[config.mk]
export PLATFORM = sky130hd
export DESIGN_NAME = fproc_arbiter
export DESIGN_NICKNAME = d
export VERILOG_FILES = /design/src/rtl/fproc_arbiter.sv
export SDC_FILE = /design/constraint.sdc
export NUM_CORES = 1
export LEC_CHECK = 0
export CORE_UTILIZATION = 43
export CTS_CLUSTER_SIZE = 40
export DETAILED_ROUTE_END_ITERATION = 10
export GPL_ROUTABILITY_DRIVEN = 0
export HOLD_SLACK_MARGIN = 0.15
export PLACE_DENSITY_LB_ADDON = 0.3
export RECOVER_POWER = 100
export SKIP_CTS_REPAIR_TIMING = 1
export SLEW_MARGIN = 20
export SYNTH_ARGS = -nofsm -noshare
export SYNTH_HDL_FRONTEND = slang
export SYNTH_SLANG_ARGS = --single-unit
[constraint.sdc]
create_clock -name clk -period 1.67 [get_ports clk]
set_clock_uncertainty 0.05 [all_clocks]
set_input_delay 0.334 -clock clk [delete_from_list [all_inputs] [get_ports clk]]
set_output_delay 0.334 -clock clk [all_outputs]
set_load 0.01 [all_outputs]
[src/rtl/fproc_arbiter.sv]
// Round-robin arbiter that shares one fproc port between N_CORES cores.
// Requests are latched per core, served one at a time, and a watchdog bounds the wait for fproc.
module fproc_arbiter #(
  parameter int N_CORES        = 4,
  parameter int ID_WIDTH       = 8,
  parameter int DATA_WIDTH     = 32,
  parameter int TIMEOUT_CYCLES = 1024
) (
  input  logic                         clk,
  input  logic                         reset,
  input  logic [N_CORES-1:0]           core_req,
  input  logic [N_CORES*ID_WIDTH-1:0]  core_id,
  output logic [N_CORES-1:0]           core_ready,
  output logic [DATA_WIDTH-1:0]        core_data,
  output logic                         fproc_req,
  output logic [ID_WIDTH-1:0]          fproc_id,
  output logic [$clog2(N_CORES)-1:0]   fproc_core,
  input  logic                         fproc_ready,
  input  logic [DATA_WIDTH-1:0]        fproc_data,
  output logic                         busy,
  output logic                         timeout_err
);

  localparam int CORE_W  = $clog2(N_CORES);
  localparam int TIMER_W = (TIMEOUT_CYCLES > 0) ? $clog2(TIMEOUT_CYCLES + 1) : 1;
  localparam logic [TIMER_W-1:0] TIMER_LAST =
    (TIMEOUT_CYCLES > 0) ? TIMER_W'(TIMEOUT_CYCLES - 1) : '0;

  typedef enum logic [1:0] {S_IDLE, S_ISSUE, S_WAIT, S_RESP} state_t;

  state_t                       state_reg;
  logic [N_CORES-1:0]           pending_reg;
  logic [N_CORES*ID_WIDTH-1:0]  id_flat_reg;
  logic [CORE_W-1:0]            last_grant_reg;
  logic [CORE_W-1:0]            grant_reg;
  logic [TIMER_W-1:0]           timer_reg;
  logic [ID_WIDTH-1:0]          fproc_id_reg;
  logic                         fproc_req_reg;
  logic [N_CORES-1:0]           core_ready_reg;
  logic [DATA_WIDTH-1:0]        core_data_reg;
  logic                         timeout_err_reg;
  logic                         busy_reg;

  logic [CORE_W-1:0]            grant_next;
  logic                         grant_found;
  logic [CORE_W-1:0]            cand;
  logic [N_CORES-1:0]           grant_onehot;
  logic [N_CORES-1:0]           resp_clear;

  assign grant_onehot = {{(N_CORES-1){1'b0}}, 1'b1} << grant_reg;
  assign resp_clear   = (state_reg == S_RESP) ? grant_onehot : '0;

  // Per-core request latch; a new request in the core's own RESP cycle re-arms it.
  genvar gi;
  generate
    for (gi = 0; gi < N_CORES; gi++) begin : g_core
      logic                pending_bit_reg;
      logic [ID_WIDTH-1:0] id_bit_reg;

      always_ff @(posedge clk) begin
        if (reset) begin
          pending_bit_reg <= 1'b0;
          id_bit_reg      <= '0;
        end else if (core_req[gi] && (!pending_bit_reg || resp_clear[gi])) begin
          pending_bit_reg <= 1'b1;
          id_bit_reg      <= core_id[gi*ID_WIDTH +: ID_WIDTH];
        end else if (resp_clear[gi]) begin
          pending_bit_reg <= 1'b0;
        end
      end

      assign pending_reg[gi] = pending_bit_reg;
      assign id_flat_reg[gi*ID_WIDTH +: ID_WIDTH] = id_bit_reg;
    end
  endgenerate

  // First pending core searching cyclically from the one after the last grant.
  always_comb begin
    grant_next  = '0;
    grant_found = 1'b0;
    cand        = '0;
    for (int k = 1; k <= N_CORES; k++) begin
      cand = CORE_W'((int'(last_grant_reg) + k) % N_CORES);
      if (!grant_found && pending_reg[cand]) begin
        grant_found = 1'b1;
        grant_next  = cand;
      end
    end
  end

  always_ff @(posedge clk) begin
    if (reset) begin
      state_reg       <= S_IDLE;
      last_grant_reg  <= CORE_W'(N_CORES - 1);
      grant_reg       <= '0;
      timer_reg       <= '0;
      fproc_id_reg    <= '0;
      fproc_req_reg   <= 1'b0;
      core_ready_reg  <= '0;
      core_data_reg   <= '0;
      timeout_err_reg <= 1'b0;
      busy_reg        <= 1'b0;
    end else begin
      case (state_reg)
        S_IDLE: begin
          if (grant_found) begin
            grant_reg     <= grant_next;
            fproc_id_reg  <= id_flat_reg[grant_next*ID_WIDTH +: ID_WIDTH];
            fproc_req_reg <= 1'b1;
            busy_reg      <= 1'b1;
            state_reg     <= S_ISSUE;
          end
        end
        S_ISSUE: begin
          fproc_req_reg <= 1'b0;
          timer_reg     <= '0;
          state_reg     <= S_WAIT;
        end
        S_WAIT: begin
          // A real response takes precedence over a simultaneous watchdog expiry.
          if (fproc_ready) begin
            core_data_reg   <= fproc_data;
            core_ready_reg  <= grant_onehot;
            timeout_err_reg <= 1'b0;
            state_reg       <= S_RESP;
          end else if ((TIMEOUT_CYCLES != 0) && (timer_reg == TIMER_LAST)) begin
            core_data_reg   <= '0;
            core_ready_reg  <= grant_onehot;
            timeout_err_reg <= 1'b1;
            state_reg       <= S_RESP;
          end else if (TIMEOUT_CYCLES != 0) begin
            timer_reg <= timer_reg + 1'b1;
          end
        end
        S_RESP: begin
          core_ready_reg  <= '0;
          core_data_reg   <= '0;
          timeout_err_reg <= 1'b0;
          last_grant_reg  <= grant_reg;
          busy_reg        <= 1'b0;
          state_reg       <= S_IDLE;
        end
        default: state_reg <= S_IDLE;
      endcase
    end
  end

  assign core_ready  = core_ready_reg;
  assign core_data   = core_data_reg;
  assign fproc_req   = fproc_req_reg;
  assign fproc_id    = fproc_id_reg;
  assign fproc_core  = grant_reg;
  assign busy        = busy_reg;
  assign timeout_err = timeout_err_reg;

endmodule

After elaboration in Yosys (flattened, before gate mapping)
Index checks and enable logic that the tools add are counted.
Widths: inputs -> output; s select.

word-level totals
  register bits after elaboration = 100
  input bits = 71
  output and inout bits = 49
  word-level logic and storage cells = 114

cells by class
  $add $sub $neg = 5
  magnitude comparators = 4
  eq/ne operators = 8
  shifts and indexed selects = 2
  mux-type cells = 44
  reductions and logical operators = 33

operator list
  kind                   count
  $mux 32                2
  $pmux 32 s2            1
  $shiftx 32x6->8        1
  $mux 11                2
  $pmux 11 s2            1
  $mux 1                 19
  $reduce_bool 2->1      8
  $mux 2                 7
  $lt 2x3->1 const B     4
  $mux 4                 3
  $add 11x1->11 const B  1
  $eq 11x10->1 const B   1
  $reduce_and 2->1       5
  $bmux 1 s2             4
  $pmux 2 s4             1
  $pmux 4 s2             1
  $logic_and 1x1->1      7
  $logic_not 1->1        7
  $ne 2x2->1 const B     3
  $pmux 1 s2             3
  $add 2x1->2 const B    2
  $add 2x2->2 const B    2
  $eq 2x2->1 const B     2
  $logic_or 1x1->1       4
  other kinds (5)        5

Longest topological paths before layout
Gate-level depths: netlist (run 1).

  depth in word-level cells = 15
  gate-level depth with buffers = 9
  depth with buffers taken out = 7

Worst setup path before layout (run 1)
Ideal clock, no wire load.

  path kind = register to register
  from = reg state_reg[0]
  to = reg timer_reg[3]
  setup time = 0.070 ns
  arrival time = 1.690 ns
  required time = 1.550 ns
  path slack = -0.140 ns
  stages on the path, launching flop included = 9
  path buffers = 1
  period minus slack after synthesis = 1.810 ns
  path through = dfxtp_1 > inv_1 > ha_1 > and2b_2 > o41ai_4 > and2_1 > buf_2 > or3_1 > a21oi_1

on the way
  longest elaborated chain between the ends = 3
  elaborated cells on any way between the ends = 7
  classes of those cells = eq/ne: 4; mux: 1; reduce/logical: 2

ends and longest elaborated chain
  item                                                              line  source
  from (decl)                                                       31    state_t state_reg;
  from (signal assigned)                                            93    state_reg <= S_IDLE;
  from (signal assigned)                                            111   state_reg <= S_ISSUE;
  from (signal assigned)                                            117   state_reg <= S_WAIT;
  $eq 2x2->1 or $eq 2x1->1 (tied branches)                          104   case (state_reg)
  $ne 2x2->1 (no source line) or $reduce_bool 2->1 (tied branches)  n/a
  $reduce_and 3->1 (no source line)                                 n/a
  to (signal assigned)                                              132   timer_reg <= timer_reg + 1'b1;
  to (decl)                                                         36    logic [TIMER_W-1:0] timer_reg;

Parallel ways exist; a longest one is shown, timed or not.
A chain may end at the register's enable or synchronous reset.

Worst setup path in the final report (run 1)
  from = reg timer_reg[1]
  to = reg core_data_reg[2] (netlist: core_data[2])

on the way
  longest elaborated chain between the ends = 3

ends and longest elaborated chain
  item                               line  source
  $eq 11x10->1                       126   end else if ((TIMEOUT_CYCLES != 0) && (timer_reg == TIMER_LAST)) begin
  $ne 3x3->1 (no source line)        n/a
  $reduce_and 2->1 (no source line)  n/a
  to (signal assigned)               122   core_data_reg <= fproc_data;
  to (decl)                          40    logic [DATA_WIDTH-1:0] core_data_reg;

Every way passes these cells.

==> impl_metrics.ini, run 1 <==
[logic_synthesis]
net_count_after_synthesis = 548
synth_cells = 471
yosysWarningCount = 0
synth_enable_flop_cells = 0
mean_area_per_synthesized_cell_um2 = 9.12
synth_async_reset_ratio_pct = 0
synth_area_um2 = 4300
synth.yosys.seq_area_share_pct = 46.6
synth.ff_latch_count = 100
ys_dominant_reg_cell = dfxtp_1
synth_cell_type_count = 45

[clock_network]
cts_tree = done
clock_insertion_delay_worst_skew_ns = 0.36
clock_sinks = 100
cts_max_path_buffers = 2
tritoncts.num_buffers = 9
cts-root-buf = clkbuf_8
clk_pin_slew_worst_paths_ns = 0.11
clock_tree.htree_level_count = 3

[worst_setup_path]
r2r-end = core_data[2]$_SDFFE_PP0P_
crit_required_ns = 1.94
r2r_slack_ns = -0.17
cp-end-kind = flop
path_max_fanout = 7
critical_path.startpoint = timer_reg[1]$_SDFFE_PP0P_
worst_path_largest_cell_delay_ns = 0.38
start_kind = flop
worstSetupPathType = flop to flop
reg2reg_depth = 9
worst_path_max_delay_cell = o41ai_4
cp_cell_sequence = ha_4, nand2_4, o41ai_4, buf_4, o21a_4, buf_12, clkbuf_16, nand3_2, nand2_1
worst-endpoint-arrival_ns = 2.11
regToRegStartpoint = timer_reg[1]$_SDFFE_PP0P_

[timing]
setup_slack_ns = -0.169
hold_viol = 0
fmax_mhz = 544
final.period_utilization_pct = 110
rsz_0062_raised_after_global_routing = true
setup_viol_count_final = 50
crit_path_time_final_ns = 1.84
slew-limit-headroom_pct = 71.4
report.final.slew_viol_count = 0
max_slew.worst_pin.slew_ns = 0.424

[power_and_ir_drop]
power.sequential.fraction_pct = 38.5
power.leakage_uw = 0.00260
power.switching_uw = 2660
internal_power_uw = 4790
sw_frac_of_total_pct = 35.7
power_per_standard_cell_area_nw_per_um2 = 1130
power.share.clock_pct = 20.3
worst_ir_drop_vdd_mv = 0.683
comb_power_share_pct = 41.2

[floorplan]
die_y_um = 102
std_cell_rows = 36
design.core.area_um2 = 9730
die_area_um2 = 10400
floorplan.die.width_um = 102
floorplan.io_pins = 120
starting_density_pct = 44.2

[routing]
post_drt_wl_per_cell_um = 16.3
initial_drc_count = 165
drt.antenna.violating_nets = 0
via_count = 4054
drt_drc_violations_left = 0
avgViaCountPerCell = 5.29
wl_um = 12500
drt_pass1_iterations = 4

[hold_path]
worst_hold_path.num_cells = 2
holdPathEnd = timer_reg[0]$_SDFFE_PP0P_
holdCritPathClass = input port to flop
min_from = reset

[grt]
overflow_left_after_global_routing = 0
grt_start_max_net_pins = 54
grt_usage_pct = 22.3
number_of_global_route_vias_before_repair = 3942
antenna_found_initial = 0
grt_pass1_wl_um = 18400

[placement]
dp_slack_ns = -0.436
io_buffers = 119
dpl.hpwl_um = 8020
post_dp_cell_area_um2 = 5960

[finish]
final_common_cell = dfxtp_1
syn2layout_area_growth_pct = 53.2
antenna_cells = 0
design.final.nets = 705
mostFrequentLayoutCells = dfxtp_1 (90), clkdlybuf4s50_1 (70), nand2_1 (53)
layout-drive-gt1-share_pct = 23.1
final_cell_area_um2 = 6580

[status]
outcome = finished, violations left
failed_checks = setup timing

[flow_run]
max_cap_violations = 0
-- routing by layer --
metal / part of all wire, % / track usage (%) / up-vias
li1: - / - / 1952
met1: 42 / 27.4 / 1938
met2: 50 / 37.2 / 138
met3: 6.9 / 7.46 / 26
met4: 1.9 / 6.81 / 0
met5: 0 / 0 / -
-- worst max-delay path by stage --
stage	to	slack [ns]
global route	core_data[6]$_SDFFE_PP0P_	-0.22
floorplan	timer_reg[3]$_SDFFE_PP0P_	-0.02
detailed placement	core_data[6]$_SDFFE_PP0P_	-0.44
global placement	core_data[0]$_SDFFE_PP0P_	-0.31
finish	core_data[2]$_SDFFE_PP0P_	-0.17
CTS	core_data[6]$_SDFFE_PP0P_	-0.48
-- power by group through the flow --
| stage | registers [uW] | logic (uW) | clock network (uW) |
|---|---|---|---|
| 5_1_grt | 2900 | 3280 | 1660 |
| 4_1_cts | 2840 | 2470 | 1530 |
| 3_3_place_gp | 2880 | 2390 | 0 |
| 6_report | 2870 | 3070 | 1510 |
| 3_5_place_dp | 2890 | 2450 | 0 |
| 2_1_floorplan | 2960 | 1260 | 0 |
-- cells in the mapped netlist, drive strengths merged (2+ instances only) --
cell / number / area [um2]
nand3: 46 / 230
ha: 6 / 75.1
nand4: 4 / 25.0
nand3b: 41 / 308
nand2b: 7 / 43.8
o21ai: 8 / 43.8
nor3b: 2 / 15.0
nand2: 57 / 214
a21oi: 28 / 144
or3: 3 / 18.8
o22ai: 2 / 12.5
buf: 15 / 119
o21a: 2 / 15.0
and2: 3 / 18.8
a221oi: 3 / 43.8
o221ai: 8 / 70.1
a211oi: 3 / 22.5
mux2i: 41 / 410
nor2: 47 / 176
inv: 11 / 41.3
dfxtp: 100 / 2000
clkbuf: 15 / 56.3
xnor2: 4 / 35.0
a21boi: 2 / 15.0
or2: 2 / 12.5
-- stage by stage --
| stage | setup TNS [ns] | hold WS, ns | utilization, % | total power [uW] | std cells |
|---|---|---|---|---|---|
| 2_1_floorplan | -0.440 | 0.386 | - | 4220 | 471 |
| 3_3_place_gp | -13.18 | 0.390 | 61.2 | 5280 | 739 |
| 3_5_place_dp | -18.86 | 0.397 | 61.2 | 5340 | 739 |
| 4_1_cts | -21.43 | 0.259 | 63.2 | 6840 | 755 |
| 5_1_grt | -9.87 | 0.275 | 67.6 | 7830 | 766 |
| 6_report | -5.47 | 0.277 | 67.6 | 7450 | 766 |
-- worst max-delay path: cells and delay by family, from the launching register on --
kind / cells / cell delay [ns]
flops: 1 / 0.37
simple gates: 3 / 0.20
buf+inv: 3 / 0.48
compound gates: 2 / 0.54
fa+ha+maj: 1 / 0.15
-- area by class of cell --
class,instances,area (um2)
well taps,133,166
clock inverters,7,68.8
fillers,798,3150
flip-flops and latches,100,2020
repair buffers,176,1770
clock buffers,9,124
inverters,11,46.3
multi-input cells,330,2380
-- cells by family after synthesis --
group | synth area share (%)
multiplexers | 9.55
XOR/XNOR | 0.815
AND/OR/NAND/NOR | 25.4
AO/OA/AOI/OAI | 10.9
buffers and inverters | 5.04
adder cells (fa/ha/maj) | 1.75
flip-flops | 46.6
Power figures use the tool's default switching activity.
==> run 2: changes to the inputs <==
--- a/config.mk
+++ b/config.mk
@@ -5,7 +5,8 @@
 export SDC_FILE = /design/constraint.sdc
 export NUM_CORES = 1
 export LEC_CHECK = 0
-export CORE_UTILIZATION = 43
+export CORE_MARGIN = 1
+export CORE_UTILIZATION = 48
 export CTS_CLUSTER_SIZE = 40
 export DETAILED_ROUTE_END_ITERATION = 10
 export GPL_ROUTABILITY_DRIVEN = 0
@@ -13,7 +14,6 @@
 export PLACE_DENSITY_LB_ADDON = 0.3
 export RECOVER_POWER = 100
 export SKIP_CTS_REPAIR_TIMING = 1
-export SLEW_MARGIN = 20
 export SYNTH_ARGS = -nofsm -noshare
 export SYNTH_HDL_FRONTEND = slang
 export SYNTH_SLANG_ARGS = --single-unit
==> constraint.sdc (replaced) <==
create_clock -name clk -period 1.82 [get_ports clk]
set_clock_uncertainty 0.05 [all_clocks]
set_input_delay 0.364 -clock clk [delete_from_list [all_inputs] [get_ports clk]]
set_output_delay 0.364 -clock clk [all_outputs]
set_load 0.01 [all_outputs]
==> impl_metrics.ini, run 2 (same netlist as run 1, synthesis figures left out) <==
[grt]
number_of_global_route_vias_before_repair = 3768
grt_pass1_wl_um = 18000
grt_start_max_net_pins = 47
grt_usage_pct = 23.3
overflow_left_after_global_routing = 0
antenna_found_initial = 0

[finish]
syn2layout_area_growth_pct = 52.8
final.fill_count = 616
design.final.nets = 708
footprint_of_the_multi_input_gates_um2 = 2270
mostFrequentLayoutCells = clkdlybuf4s50_1 (116), dfxtp_1 (87), nand2_1 (55)
layout-drive-gt1-share_pct = 21.4
finalCoreUtilization_pct = 75.6
final_common_cell = clkdlybuf4s50_1
seqCellArea_um2 = 2020
antenna_cells = 0
final_cell_area_um2 = 6560

[clock_network]
clock_tree.htree_level_count = 3
cts-root-buf = clkbuf_8
tritoncts.num_buffers = 9
cts_tree = done
clock_insertion_delay_worst_skew_ns = 0.37
clock_sinks = 100
cts_max_path_buffers = 2
clk_pin_slew_worst_paths_ns = 0.11

[routing]
drt_drc_violations_left = 0
drt_pass1_iterations = 6
initial_drc_count = 246
via_count = 4087
drt.antenna.violating_nets = 0
avgViaCountPerCell = 5.49
wl_um = 12800
post_drt_wl_per_cell_um = 17.2

[worst_setup_path]
cp-end-kind = flop
crit_required_ns = 2.10
r2r_slack_ns = -0.06
start_kind = flop
worstSetupPathType = flop to flop
path_max_fanout = 6
regToRegStartpoint = timer_reg[9]$_SDFFE_PP0P_
r2r-end = core_data[5]$_SDFFE_PP0P_
reg2reg_depth = 7
worst-endpoint-arrival_ns = 2.16

[timing]
fmax_mhz = 531
fin_worst_hold_slack_ns = 0.418
setup_viol_count_final = 27
setup_slack_ns = -0.0636
final.period_utilization_pct = 103
slew-limit-headroom_pct = 69.2
report.final.slew_viol_count = 0
max_slew.worst_pin.slew_ns = 0.457
hold_viol = 0
crit_path_time_final_ns = 1.88
rsz_0062_raised_after_global_routing = true

[hold_path]
holdPathEnd = g_core[0].id_bit_reg[1]$_SDFFE_PP0P_
holdCritPathClass = flop to flop
min_from = g_core[0].id_bit_reg[1]$_SDFFE_PP0P_
worst_hold_path.num_cells = 2

[status]
outcome = finished, violations left
failed_checks = setup timing

[placement]
io_buffers = 119
dpl.hpwl_um = 7770
post_dp_cell_area_um2 = 5840

[floorplan]
floorplan.io_pins = 120
die_area_um2 = 9330
die_y_um = 96.6
floorplan.die.width_um = 96.6
std_cell_rows = 34
starting_density_pct = 49.5
design.core.area_um2 = 8680

[power_and_ir_drop]
worst_ir_drop_vdd_mv = 0.757
power.leakage_uw = 0.00265
totalPowerFinal_uw = 7110
power_per_standard_cell_area_nw_per_um2 = 1080

[flow_run]
max_cap_violations = 0
-- run 2: cell count changes in the layout (fill, tap and decap cells not counted), moves of 3 or more --
cell             previous run  this run
dfxtp_1                    90        87
clkdlybuf4s50_1            70       116
clkbuf_1                   10         0
dfxtp_2                     6        12
nand3_1                    31        35
buf_4                      36        32
clkdlybuf4s25_1            36         0
dfxtp_4                     4         1
buf_6                       5        12
-- run 2: critical path, cell delays in order (launching register included) --
cell and delay [ns]:
dfxtp_2 0.35, nand4_1 0.18, o41ai_4 0.49, o21a_2 0.28, buf_6 0.16, clkbuf_16 0.15, nand3_2 0.07, nand2_1 0.09
-- run 2: layout make-up --
type | instances | area share [%]
inverters | 11 | 0.629
repair buffers | 178 | 28.9
clock inverters | 5 | 0.743
multi-input cells | 331 | 34.6
flip-flops and latches | 100 | 30.8
clock buffers | 11 | 2.31
well taps | 108 | 2.06
-- run 2: worst max path at each step --
| stage | startpoint | endpoint |
|---|---|---|
| final | timer_reg[9]$_SDFFE_PP0P_ | core_data[5]$_SDFFE_PP0P_ |
| after global routing | timer_reg[9]$_SDFFE_PP0P_ | core_ready[2]$_SDFFE_PP0P_ |
| after CTS | timer_reg[0]$_SDFFE_PP0P_ | timer_reg[10]$_SDFFE_PP0P_ |
| after detailed placement | fproc_ready | timer_reg[3]$_SDFFE_PP0P_ |
| after global placement | fproc_ready | timer_reg[7]$_SDFFE_PP0P_ |
| after floorplan | state_reg[0]$_SDFFE_PP0P_ | timer_reg[3]$_SDFFE_PP0P_ |
-- run 2: through the flow --
step                setup slack (ns)  setup TNS, ns  instances
floorplan                     0.0102              0        471
global placement              -0.148          -5.17        707
detailed placement            -0.198          -7.05        707
CTS                           -0.194          -7.22        723
global route                  -0.129          -3.08        744
finish                       -0.0636         -0.550        744
-- run 2: power breakdown --
group	internal [uW]	switching, uW
combinational	1590	1440
sequential	2440	193
clock	605	840
total	4640	2470
-- run 2: per-layer routing --
| metal | wire [um] | global-route usage, % | part of all wire (%) | vias to the layer above |
|---|---|---|---|---|
| met1 | 5540 | 31.2 | 43 | 1952 |
| met2 | 6300 | 37.3 | 49 | 158 |
| met5 | 0 | 0 | 0 | - |
| met4 | 170 | 7.12 | 1.3 | 0 |
| met3 | 783 | 5.35 | 6.1 | 14 |
| li1 | - | - | - | 1963 |
==> run 3: changes to the inputs <==
--- a/config.mk
+++ b/config.mk
@@ -13,6 +13,7 @@
 export HOLD_SLACK_MARGIN = 0.15
 export PLACE_DENSITY_LB_ADDON = 0.3
 export RECOVER_POWER = 100
+export REMOVE_ABC_BUFFERS = 1
 export SKIP_CTS_REPAIR_TIMING = 1
 export SYNTH_ARGS = -nofsm -noshare
 export SYNTH_HDL_FRONTEND = slang
==> impl_metrics.ini, run 3 (same netlist as run 1, synthesis figures left out) <==
[routing]
dr_wl_met3_um = 643
met2RoutedLength_um = 5320
initial_drc_count = 173
topRoutingLayerUsed = met4
avgViaCountPerCell = 5.26
drt_drc_violations_left = 0
wl_um = 11200
drt_pass1_iterations = 4
post_drt_wl_per_cell_um = 15.4
met1_length_um = 5150
via_count = 3838
drt.antenna.violating_nets = 0

[timing]
max_slew.worst_pin.slew_ns = 0.427
slew-limit-headroom_pct = 71.6
fmax_mhz = 555
rsz_0062_raised_after_global_routing = true
crit_path_time_final_ns = 1.80
setup_slack_ns = 0.0196
final.period_utilization_pct = 98.9
report.final.slew_viol_count = 0
setup_viol_count_final = 0
hold_viol = 0

[placement]
io_buffers = 119
place_inst = 709
dpl.hpwl_um = 7770
dp_slack_ns = -0.204

[finish]
footprint_of_the_multi_input_gates_um2 = 2170
final_common_cell = dfxtp_1
seqCellArea_um2 = 2010
antenna_cells = 0
syn2layout_area_growth_pct = 44.0
final-instance-count-excl-fill = 730
mostFrequentLayoutCells = dfxtp_1 (91), clkdlybuf4s50_1 (84), nand2_1 (57)
design.final.nets = 694
finalCoreUtilization_pct = 71.3
final.fill_count = 674
layout-drive-gt1-share_pct = 16.2

[clock_network]
cts_tree = done
cts_max_path_buffers = 2
cts-root-buf = clkbuf_8
clock_sinks = 100
tritoncts.num_buffers = 9
clock_tree.htree_level_count = 3
clk_pin_slew_worst_paths_ns = 0.10
clock_insertion_delay_worst_skew_ns = 0.37

[worst_setup_path]
start_kind = flop
worstSetupPathType = flop to flop
path_max_fanout = 12
worst-endpoint-arrival_ns = 1.98
crit_required_ns = 2.00
cp-end-kind = flop

[floorplan]
die_area_um2 = 9330
starting_density_pct = 49.5
floorplan.die.width_um = 96.6
design.core.area_um2 = 8680
std_cell_rows = 34
die_y_um = 96.6
floorplan.io_pins = 120

[flow_run]
max_cap_violations = 0

[power_and_ir_drop]
power.leakage_uw = 0.00256
worst_ir_drop_vdd_mv = 0.500
power_per_standard_cell_area_nw_per_um2 = 1010

[grt]
antenna_found_initial = 0
grt_start_max_net_pins = 49
overflow_left_after_global_routing = 0
number_of_global_route_vias_before_repair = 3868
grt_usage_pct = 23.9
grt_pass1_wl_um = 18400

[hold_path]
holdCritPathClass = input port to flop

[status]
outcome = finished, final reports clean
run 3: worst max-delay path: stages, from the launching register on:
cell,delay (ns)
dfxtp_2,0.35
nand4_1,0.17
o41ai_4,0.51
buf_4,0.20
o21ai_4,0.10
buf_12,0.17
nand2_1,0.06
a21oi_1,0.05
run 3: per-stage QoR:
| step | total power (uW) | hold slack [ns] | area (um2) | TNS, ns |
|---|---|---|---|---|
| after floorplan | 3600 | 0.380 | 4120 | -40.82 |
| after global placement | 4680 | 0.392 | 5830 | -4.80 |
| after detailed placement | 4750 | 0.396 | 5830 | -7.18 |
| after CTS | 6110 | 0.349 | 6020 | -4.24 |
| after global routing | 6590 | 0.366 | 6190 | -2.35 |
| final | 6260 | 0.352 | 6190 | 0 |
run 3: routing by layer:
layer / track usage [%] / up-vias
li1: - / 1932
met1: 31.6 / 1802
met2: 38.2 / 92
met3: 6.36 / 12
met4: 7.58 / 0
met5: 0 / -
run 3: cell type report:
| class | instances | share of cell area [%] |
|---|---|---|
| Multi-Input combinational cell | 330 | 35.1 |
| Sequential cell | 100 | 32.5 |
| Timing Repair Buffer | 165 | 26.5 |
| Clock buffer | 11 | 2.29 |
| Tap cell | 108 | 2.18 |
| Clock inverter | 5 | 0.708 |
| Inverter | 11 | 0.667 |
run 3: final timing paths:
check                                   from                                   end  slack, ns  depth (start not counted)
setup reg to reg   timer_reg[8]$_SDFFE_PP0P_            core_ready[1]$_SDFFE_PP0P_       0.02                          7
setup / recovery   timer_reg[8]$_SDFFE_PP0P_            core_ready[1]$_SDFFE_PP0P_       0.02                          7
hold / removal                         reset  g_core[2].id_bit_reg[1]$_SDFFE_PP0P_       0.35                          2
hold reg to reg   core_ready[2]$_SDFFE_PP0P_            core_ready[2]$_SDFFE_PP0P_       0.41                          2
run 3: where the power goes:
| group | internal [uW] | switching, uW | total (uW) | leakage (uW) |
|---|---|---|---|---|
| combinational | 1120 | 1180 | 2300 | 0.00165 |
| sequential | 2430 | 160 | 2590 | 0.000819 |
| clock | 553 | 813 | 1370 | 0.0000881 |
